**src/rtl/booth_seq_mult_if.sv**
```systemverilog
`default_nettype none
// ============================================================================
// Module      : booth_seq_mult_if
// Description : Start/busy/done handshake and operand/product bus for the
//               sequential Booth multiplier.
// Revision    : 1.0 - initial release
// ============================================================================
interface booth_seq_mult_if #(
  parameter int WIDTH = 8
);
  logic                   input_signal;
  logic                   sgn;
  logic [WIDTH-1:0]       M;
  logic [WIDTH-1:0]       Q;
  logic [2*WIDTH-1:0]     out;
  logic                   busy;
  logic                   done;

  // Requester side: issues operands and the start strobe
  modport master (
    output input_signal, sgn, M, Q,
    input  out, busy, done
  );

  // Multiplier side: consumes operands, returns product and status
  modport slave (
    input  input_signal, sgn, M, Q,
    output out, busy, done
  );
endinterface
`default_nettype wire

```
**src/rtl/booth_seq_mult.sv**
```systemverilog
`default_nettype none
// ============================================================================
// Module      : booth_seq_mult
// Description : Sequential radix-2 Booth multiplier, WIDTH-bit operands,
//               2*WIDTH-bit product, signed or unsigned mode, one Booth step
//               per clock (WIDTH+1 steps per product).
// Revision    : 1.0 - initial release
// ============================================================================
module booth_seq_mult #(
  parameter int WIDTH = 8
) (
  input  wire logic         clk,
  input  wire logic         rst,
  booth_seq_mult_if.slave   bus
);

  // Operands are extended by one bit so a single signed core covers both
  // signed and unsigned modes.
  localparam int E  = WIDTH + 1;
  localparam int CW = $clog2(E + 1);
  localparam logic [CW-1:0] c_LAST = CW'(E - 1);

  typedef enum logic [0:0] {
    S_IDLE = 1'b0,
    S_RUN  = 1'b1
  } state_t;

  state_t              r_state, w_state_nxt;
  logic [E-1:0]        r_a, w_a_nxt;
  logic [E-1:0]        r_m, w_m_nxt;
  logic [E-1:0]        r_q, w_q_nxt;
  logic                r_q1, w_q1_nxt;
  logic [CW-1:0]       r_count, w_count_nxt;
  logic [2*WIDTH-1:0]  r_out, w_out_nxt;
  logic                r_busy, w_busy_nxt;
  logic                r_done, w_done_nxt;

  logic [E-1:0]        w_acc;
  logic [2*E:0]        w_shift;
  logic [E-1:0]        w_m_ext;
  logic [E-1:0]        w_q_ext;

  // Extension bit is the operand MSB in signed mode, zero otherwise
  assign w_m_ext = {bus.sgn & bus.M[WIDTH-1], bus.M};
  assign w_q_ext = {bus.sgn & bus.Q[WIDTH-1], bus.Q};

  // Booth recode of {Qreg[0], q_1}: add, subtract or keep the multiplicand
  always_comb begin
    w_acc = r_a;
    case ({r_q[0], r_q1})
      2'b01:   w_acc = r_a + r_m;
      2'b10:   w_acc = r_a - r_m;
      default: w_acc = r_a;
    endcase
  end

  // Arithmetic right shift of {A, Qreg, q_1}; old q_1 drops off the end
  assign w_shift = {w_acc[E-1], w_acc, r_q};

  // Next-state and datapath update
  always_comb begin
    w_state_nxt = r_state;
    w_a_nxt     = r_a;
    w_m_nxt     = r_m;
    w_q_nxt     = r_q;
    w_q1_nxt    = r_q1;
    w_count_nxt = r_count;
    w_out_nxt   = r_out;
    w_busy_nxt  = r_busy;
    w_done_nxt  = 1'b0;
    case (r_state)
      S_IDLE: begin
        if (bus.input_signal) begin
          w_a_nxt     = '0;
          w_m_nxt     = w_m_ext;
          w_q_nxt     = w_q_ext;
          w_q1_nxt    = 1'b0;
          w_count_nxt = '0;
          w_busy_nxt  = 1'b1;
          w_state_nxt = S_RUN;
        end
      end
      S_RUN: begin
        w_a_nxt     = w_shift[2*E:E+1];
        w_q_nxt     = w_shift[E:1];
        w_q1_nxt    = w_shift[0];
        w_count_nxt = r_count + CW'(1);
        if (r_count == c_LAST) begin
          // {A,Qreg} after the final shift is the exact product; the low
          // 2*WIDTH bits are exact in both operand modes.
          w_out_nxt   = w_shift[2*WIDTH:1];
          w_done_nxt  = 1'b1;
          w_busy_nxt  = 1'b0;
          w_state_nxt = S_IDLE;
        end
      end
      default: begin
        w_state_nxt = S_IDLE;
        w_busy_nxt  = 1'b0;
      end
    endcase
  end

  // State and datapath registers; reset aborts any operation in progress
  always_ff @(posedge clk) begin
    if (rst) begin
      r_state <= S_IDLE;
      r_a     <= '0;
      r_m     <= '0;
      r_q     <= '0;
      r_q1    <= 1'b0;
      r_count <= '0;
      r_out   <= '0;
      r_busy  <= 1'b0;
      r_done  <= 1'b0;
    end else begin
      r_state <= w_state_nxt;
      r_a     <= w_a_nxt;
      r_m     <= w_m_nxt;
      r_q     <= w_q_nxt;
      r_q1    <= w_q1_nxt;
      r_count <= w_count_nxt;
      r_out   <= w_out_nxt;
      r_busy  <= w_busy_nxt;
      r_done  <= w_done_nxt;
    end
  end

  assign bus.out  = r_out;
  assign bus.busy = r_busy;
  assign bus.done = r_done;

endmodule
`default_nettype wire
```
**src/flat_wrapper.sv**
```systemverilog
// flat-port wrapper written by rule: the top's interface ports become plain ports
module booth_seq_mult_flat 
#(
  parameter int WIDTH = 8
)
  (clk, rst, bus_input_signal, bus_sgn, bus_M, bus_Q, bus_out, bus_busy, bus_done);
  booth_seq_mult_if #(.WIDTH(WIDTH)) bus_i ();
  input  wire logic clk;
  input  wire logic rst;
  input wire logic [$bits(bus_i.input_signal)-1:0] bus_input_signal;
  input wire logic [$bits(bus_i.sgn)-1:0] bus_sgn;
  input wire logic [$bits(bus_i.M)-1:0] bus_M;
  input wire logic [$bits(bus_i.Q)-1:0] bus_Q;
  output wire logic [$bits(bus_i.out)-1:0] bus_out;
  output wire logic [$bits(bus_i.busy)-1:0] bus_busy;
  output wire logic [$bits(bus_i.done)-1:0] bus_done;
  assign bus_i.input_signal = bus_input_signal;
  assign bus_i.sgn = bus_sgn;
  assign bus_i.M = bus_M;
  assign bus_i.Q = bus_Q;
  assign bus_out = bus_i.out;
  assign bus_busy = bus_i.busy;
  assign bus_done = bus_i.done;
  booth_seq_mult #(.WIDTH(WIDTH)) u_core (.clk(clk), .rst(rst), .bus(bus_i));
endmodule
```
**config.mk**
```make
export PLATFORM = sky130hd
export DESIGN_NAME = booth_seq_mult_flat
export DESIGN_NICKNAME = d
export VERILOG_FILES = /design/src/rtl/booth_seq_mult_if.sv /design/src/rtl/booth_seq_mult.sv /design/src/flat_wrapper.sv
export SDC_FILE = /design/constraint.sdc
export NUM_CORES = 1
export LEC_CHECK = 0
export BUFFER_PORTS_ARGS = -buffer_cell sky130_fd_sc_hd__buf_2
export CORE_ASPECT_RATIO = 1.5
export CORE_MARGIN = 4
export CORE_UTILIZATION = 51
export CTS_BUF_LIST = sky130_fd_sc_hd__clkbuf_2 sky130_fd_sc_hd__clkbuf_4 sky130_fd_sc_hd__clkbuf_8
export DETAILED_ROUTE_END_ITERATION = 7
export GPL_TIMING_DRIVEN = 1
export PLACE_DENSITY = 0.82
export SYNTH_ARGS = -nofsm -noshare
export SYNTH_HDL_FRONTEND = slang
export SYNTH_SLANG_ARGS = --single-unit
```
**constraint.sdc**
```tcl
create_clock -name clk -period 2.9 [get_ports clk]
set_input_delay 0.58 -clock clk [delete_from_list [all_inputs] [get_ports clk]]
set_output_delay 0.58 -clock clk [all_outputs]
set_load 0.02 [all_outputs]
```
==> results of run 1 <==
==> routing by layer <==
metal	vias up	GRT usage [%]	wire, um
li1	1162	-	-
met1	1107	20.6	2300
met2	65	37.3	3240
met3	18	2.95	231
met4	0	9.49	221
met5	-	0	0
==> where the power goes <==
part	total, W	internal, W	switching [W]
sequential	0.000737	0.000711	0.0000260
combinational	0.000349	0.000150	0.000199
clock	0.000408	0.000170	0.000238
==> kinds of logic (layout without fill, tap and decap cells) <==
kind of cell | after synthesis | count (layout)
and+or+nand+nor | 128 | 128
AOI/OAI and AO/OA | 70 | 70
DFF | 50 | 50
buffers and inverters | 31 | 62
muxes | 17 | 17
adders and majority gates | 13 | 13
xor gates and xnor gates | 11 | 11
==> final cells by class <==
type	count	area (um^2)
multi-input combinational	239	1450
clock buffer	5	68.8
sequential	50	1000
fill	470	2000
inverter	13	48.8
timing repair buffer	41	215
tap	66	82.6
clock inverter	3	21.3
==> Yosys cell counts (2+ instances only) <==
cell type and number:
sky130_fd_sc_hd__clkinv_1 2, sky130_fd_sc_hd__a21oi_1 41, sky130_fd_sc_hd__ha_1 12, sky130_fd_sc_hd__dfxtp_1 50, sky130_fd_sc_hd__and3_1 3, sky130_fd_sc_hd__o21ai_0 5
sky130_fd_sc_hd__nand2b_1 4, sky130_fd_sc_hd__o22ai_1 2, sky130_fd_sc_hd__a31oi_1 5, sky130_fd_sc_hd__a311oi_1 5, sky130_fd_sc_hd__xnor2_1 10, sky130_fd_sc_hd__inv_1 11
sky130_fd_sc_hd__nor3_1 14, sky130_fd_sc_hd__buf_2 4, sky130_fd_sc_hd__buf_1 3, sky130_fd_sc_hd__or3_1 2, sky130_fd_sc_hd__clkbuf_1 10, sky130_fd_sc_hd__nor2b_1 2
sky130_fd_sc_hd__nor2_1 42, sky130_fd_sc_hd__mux2_2 3, sky130_fd_sc_hd__nand2_1 48, sky130_fd_sc_hd__mux2i_1 14
==> worst max-delay path: stages (launching register included) <==
cell	delay, ns
sky130_fd_sc_hd__dfxtp_1	0.31
sky130_fd_sc_hd__inv_1	0.07
sky130_fd_sc_hd__ha_1	0.31
sky130_fd_sc_hd__mux2_2	0.40
sky130_fd_sc_hd__fa_1	0.46
sky130_fd_sc_hd__nor2b_4	0.15
sky130_fd_sc_hd__o21a_1	0.14
sky130_fd_sc_hd__nor3_1	0.04
sky130_fd_sc_hd__or3b_1	0.37
sky130_fd_sc_hd__a311oi_1	0.27
==> path summary, 6_finish.rpt <==
check	from	endpoint	slack, ns	cells past startpoint
max	u_core.r_q1$_SDFFE_PP0P_	u_core.bus.out[12]$_SDFFE_PP0P_	0.27	9
min	u_core.bus.out[8]$_SDFFE_PP0P_	u_core.bus.out[8]$_SDFFE_PP0P_	0.45	2
min reg2reg	u_core.bus.out[8]$_SDFFE_PP0P_	u_core.bus.out[8]$_SDFFE_PP0P_	0.45	2
max reg2reg	u_core.r_q1$_SDFFE_PP0P_	u_core.bus.out[12]$_SDFFE_PP0P_	0.27	9
==> metrics by stage <==
stage	total power (W)	instances	instance area [um^2]	utilization (%)	hold slack, ns
6_report	0.00149	417	2890	59.2	0.455
5_1_grt	0.00157	417	2890	59.2	0.480
4_1_cts	0.00150	417	2890	59.2	0.457
3_5_place_dp	0.00110	409	2800	57.3	0.443
3_3_place_gp	0.00108	409	2800	57.3	0.441
2_1_floorplan	0.00103	320	2580	-	0.443
==> state kept, by name, summed over array words and instances, names as in the netlist <==
| signal | count |
|---|---|
| u_core.r_m | 9 |
| u_core.r_state | 1 |
| u_core.r_a | 8 |
| u_core.r_q | 9 |
| u_core.bus.out | 16 |
| u_core.bus.done | 1 |
| u_core.r_q1 | 1 |
| u_core.bus.busy | 1 |
| u_core.r_count | 4 |
==> reports/qor.yml, run 1 <==
die:
  fp.dieH_um: 95.2
  die_area_um2: 6290
  row_count: 31
  io_pins: 38
  die_w_um: 66.1
  initial_core_utilization_pct: 52.9
  floorplan.core_area_um2: 4890
drt:
  drtAntennaViolNets: 0
  first_pass_iters: 4
  first_iter_violations: 87
  detailroute.via_count: 2352
  detail_route.wl_per_cell_um: 14.4
  detail_route.vias_per_cell: 5.64
  residual_drc_count: 0
  wl_um: 5990
grt:
  globalRouteOverflowTotal: 0
  grt_pass1_wl_um: 9730
  antenna_found_initial: 0
  globalRouteTotalUtil_pct: 19.7
  first_global_vias: 2215
  grt_start_max_net_pins: 51
power:
  power.static_leakage_nw: 1.21
  vdd.ir_drop.worst_uv: 386
  power_density_nw_per_um2: 517
clock_network:
  cts_tree: "done"
  clock_latency_ns: 0.30
  cts.hold.buffers_added: 0
  post_cts_resize_count: 0
  clk_pin_slew_ns: 0.10
  clockBufferDepth: 2
  cts.htree.levels: 2
  postCtsSetupRepairBufs: 0
  cts_num_sinks: 50
  clock_buffers_created_by_tritoncts: 5
  cts_root_buffer: "sky130_fd_sc_hd__clkbuf_8"
synth:
  synthDominantAreaCellType: "sky130_fd_sc_hd__dfxtp_1"
  netlist-cell-type-count: 50
  syn_area_per_cell_um2: 8.07
  synthMuxAreaShare_pct: 6.73
  synth_xor_area_share_pct: 3.73
  largest_family_of_logic_cells_by_synthesized_area: "simple AND/OR/NAND/NOR gates"
  ys.warnings.count: 0
  yosysSeqAreaShare_pct: 38.7
  post_synth_inst_count: 320
  leading_cell_types_by_total_area_after_synthesis: "sky130_fd_sc_hd__dfxtp_1, sky130_fd_sc_hd__a21oi_1, sky130_fd_sc_hd__nand2_1"
  synth_top_area_share_pct: 38.7
  ys.flop_type: "sky130_fd_sc_hd__dfxtp_1"
  synth_enable_flop_cells: 0
  mappedNetlistArea_um2: 2580
  basic_gate_share_of_the_synthesized_area_counting_and_or_nand_and_nor_cells_pct: 22.9
  synth_fa_ha_area_share_pct: 6.59
  share_of_flip_flops_with_an_asynchronous_set_or_reset_after_synthesis_pct: 0
  mappedNetlistNets: 353
  ys_seq_elements: 50
  synth-compound-area-share_pct: 16.4
timing:
  maxSlewHeadroom_pct: 43.4
  worstMarginPinSlew_ns: 0.849
  clock.fmax_ghz: 0.380
  period_needed_ns: 2.63
  setup_tns_ns: 0
  grt_setup_unrepaired: "no"
  timing.final.hold_violations: 0
  fin_skew_ns: 0.0118
  layout_worst_path_cycle_share_pct: 90.7
  finalSetupViolCount: 0
  timing_max_transition_violations_final: 0
  final_critical_path_setup_slack_ns: 0.269
worst_setup_path:
  end_kind: "register"
  critical_path_arrival_ns: 2.84
  sort_of_element_at_the_start_of_the_critical_path: "register"
  startpoint_to_endpoint_class_of_the_critical_path: "register to register"
  crit_path_max_fanout: 8
  worst_ep_required_time_ns: 3.11
layout:
  final_cell_mix: "sky130_fd_sc_hd__dfxtp_1, sky130_fd_sc_hd__nand2_1, sky130_fd_sc_hd__nor2_1"
  area_growth_pct: 11.9
  post_route_cells_drive_above_1_share_pct: 16.5
  antenna_cells_inserted: 0
  finalNetCount: 383
  layout_commonest_cell: "sky130_fd_sc_hd__dfxtp_1"
placement:
  detail_placement_hpwl_um: 4460
  gp_congestion: 0.913
  preCtsSetupSlack_ns: 0.301
  port_buffers: 37
run:
  drv_cap: 0
run_status:
  run_status: "finished clean"
worst_hold_path:
  holdCritPathClass: "register to register"
(Power assumes the default switching activity.)
==> run 2, diff against run 1 <==
- ABC_AREA: default -> 1
- ABC_CLOCK_PERIOD_IN_PS: default -> 2900
- PLACE_DENSITY: 0.82 -> 0.83
==> run 2 against run 1 <==
  * Wire length shrank 3.1%
  * Combinational power shrank 11%
  * Via count grew 0.13%
  * Clock skew shrank 0.0027 ns
  * Worst hold slack lost 0.0045 ns
  * Flip-flop and latch count is the same
  * Sequential share of layout area grew 0.090 points
  * Total power grew 1.6%
  * Area after synthesis shrank 0.63%
  * Critical endpoint is now u_core.r_a[6]$_SDFFE_PP0P_
==> reports/qor.yml, run 2 <==
timing:
  layout_worst_path_cycle_share_pct: 80.4
  worstMarginPinSlew_ns: 0.601
  period_needed_ns: 2.33
  setup_tns_ns: 0
  grt_setup_unrepaired: "no"
  maxSlewHeadroom_pct: 59.9
  finalSetupViolCount: 0
  timing.final.hold_violations: 0
  timing_max_transition_violations_final: 0
  clock.fmax_ghz: 0.429
  final_critical_path_setup_slack_ns: 0.569
  fin_skew_ns: 0.00918
worst_hold_path:
  holdCritPathClass: "register to register"
synth:
  yosysSeqAreaShare_pct: 39.0
  synth_xor_area_share_pct: 2.39
  synth_commonest_cells: "sky130_fd_sc_hd__nand2_1, sky130_fd_sc_hd__inv_1, sky130_fd_sc_hd__dfxtp_1"
  ys.flop_type: "sky130_fd_sc_hd__dfxtp_1"
  synthDominantAreaCellType: "sky130_fd_sc_hd__dfxtp_1"
  basic_gate_share_of_the_synthesized_area_counting_and_or_nand_and_nor_cells_pct: 28.8
  share_of_flip_flops_with_an_asynchronous_set_or_reset_after_synthesis_pct: 0
  netlist-cell-type-count: 32
  mappedNetlistArea_um2: 2570
  ys.warnings.count: 0
  count_leader_synth: "sky130_fd_sc_hd__nand2_1"
  synth-compound-area-share_pct: 12.4
  leading_cell_types_by_total_area_after_synthesis: "sky130_fd_sc_hd__dfxtp_1, sky130_fd_sc_hd__nand2_1, sky130_fd_sc_hd__inv_1"
  largest_family_of_logic_cells_by_synthesized_area: "simple AND/OR/NAND/NOR gates"
  post_synth_inst_count: 364
  synthMuxAreaShare_pct: 0
  mappedNetlistNets: 397
  synth_fa_ha_area_share_pct: 6.63
  syn_area_per_cell_um2: 7.05
  synth_enable_flop_cells: 0
  synth_top_area_share_pct: 39.0
  ys_seq_elements: 50
worst_setup_path:
  sort_of_element_at_the_start_of_the_critical_path: "register"
  timing.critical_path.buf_inv: 2
  cell_family_contributing_the_most_delay_on_the_critical_path: "adder cells"
  cp_common_cell: "sky130_fd_sc_hd__nand2_1"
  end_kind: "register"
  crit_path_max_fanout: 8
  startpoint_to_endpoint_class_of_the_critical_path: "register to register"
  worst_ep_required_time_ns: 3.08
  cp_cell_sequence: "ha_1, inv_1, o21ai_2, o21ai_0, xor2_1, ha_1, nand2_1, inv_1, a21oi_1, nand2_1, nand2_1, nand3_1, nand3_1, a21oi_1"
  max_stage_delay_ns: 0.36
  critical_path_arrival_ns: 2.51
  cpMaxStageDelayCell: "sky130_fd_sc_hd__dfxtp_1"
clock_network:
  clk_pin_slew_ns: 0.09
  clock_buffers_created_by_tritoncts: 5
  clock_latency_ns: 0.30
  cts_num_sinks: 50
  post_cts_resize_count: 0
  cts.hold.buffers_added: 0
  clockBufferDepth: 2
  cts_tree: "done"
  cts_root_buffer: "sky130_fd_sc_hd__clkbuf_8"
  postCtsSetupRepairBufs: 0
  cts.htree.levels: 2
grt:
  antenna_found_initial: 0
  grt_start_max_net_pins: 20
  globalRouteTotalUtil_pct: 20.1
  grt_pass1_wl_um: 9900
  globalRouteOverflowTotal: 0
  first_global_vias: 2324
layout:
  largest_register_ff_count: 16
  layout.cell_area.non_filler_um2: 2880
  finalNetCount: 431
  area_growth_pct: 12.3
  post_route_utilization_pct: 59.5
  final_cell_mix: "sky130_fd_sc_hd__nand2_1, sky130_fd_sc_hd__inv_1, sky130_fd_sc_hd__dfxtp_1"
  layout_commonest_cell: "sky130_fd_sc_hd__nand2_1"
  multi_input_comb_area_um2: 1290
  fill_cells: 480
  post_route_cells_drive_above_1_share_pct: 14.6
  antenna_cells_inserted: 0
  sequential_cell_area_um2: 1000
placement:
  detail_placement_hpwl_um: 4450
  preCtsSetupSlack_ns: 0.568
  port_buffers: 37
  gp_congestion: 0.935
  place_area_um2: 2780
drt:
  residual_drc_count: 0
  detail_route.wl_per_cell_um: 12.5
  detailroute.via_count: 2355
  drtAntennaViolNets: 0
  first_pass_iters: 4
  detail_route.vias_per_cell: 5.08
  first_iter_violations: 88
  wl_um: 5800
power:
  power_w: 0.00152
  vdd.ir_drop.worst_uv: 460
  power_density_nw_per_um2: 527
  power.static_leakage_nw: 1.44
die:
  fp.dieH_um: 94.9
  die_area_um2: 6260
  floorplan.core_area_um2: 4850
  row_count: 31
  io_pins: 38
  initial_core_utilization_pct: 53.0
  die_w_um: 65.9
run_status:
  run_status: "finished clean"
run:
  drv_cap: 0
run 2: power by group:
group	switching [W]	leakage (nW)	internal (W)	total, W
Clock	0.000221	0.0542	0.000254	0.000475
Combinational	0.000195	0.976	0.000116	0.000311
Sequential	0.0000229	0.407	0.000710	0.000733
Total	0.000438	1.44	0.00108	0.00152
run 2: path summary, 6_finish.rpt:
path | startpoint | to | slack (ns) | cells after the start
min reg2reg | u_core.bus.out[2]$_SDFFE_PP0P_ | u_core.bus.out[2]$_SDFFE_PP0P_ | 0.45 | 2
min | u_core.bus.out[2]$_SDFFE_PP0P_ | u_core.bus.out[2]$_SDFFE_PP0P_ | 0.45 | 2
max reg2reg | u_core.r_q[0]$_SDFFE_PP0P_ | u_core.r_a[6]$_SDFFE_PP0P_ | 0.57 | 14
max | u_core.r_q[0]$_SDFFE_PP0P_ | u_core.r_a[6]$_SDFFE_PP0P_ | 0.57 | 14
run 2: metal layers:
layer | global-route usage [%] | vias to the layer above | wire (um)
met5 | 0 | - | 0
met3 | 2.74 | 13 | 138
met1 | 21.8 | 1090 | 2390
li1 | - | 1218 | -
met4 | 9.66 | 0 | 146
met2 | 37.6 | 34 | 3120
run 2: cell families (layout without fill, tap and decap cells):
| logic type | Yosys count | after routing |
|---|---|---|
| buffers and inverters | 66 | 100 |
| and+or+nand+nor | 172 | 172 |
| xor gates and xnor gates | 7 | 7 |
| DFF | 50 | 50 |
| AOI/OAI and AO/OA | 56 | 56 |
| adders and majority gates | 13 | 13 |
run 2: layout make-up:
cell class / count / share of cell area, %
clock inverters: 2 / 1.34
flip-flops and latches: 50 / 34.7
multi-input cells: 248 / 44.7
clock buffers: 5 / 2.39
well taps: 66 / 2.86
repair buffers: 39 / 6.94
inverters: 54 / 7.03
run 2: tightest hold or removal path, cell delays in order, from the launching register on:
cell                      delay, ns
sky130_fd_sc_hd__dfxtp_1       0.32
sky130_fd_sc_hd__nand2_1       0.06
sky130_fd_sc_hd__nand2_1       0.04
run 2: stage by stage:
step,hold slack [ns],std cells
after floorplan,0.440,364
after global placement,0.428,457
after detailed placement,0.431,457
after CTS,0.452,464
after global routing,0.471,464
final,0.450,464
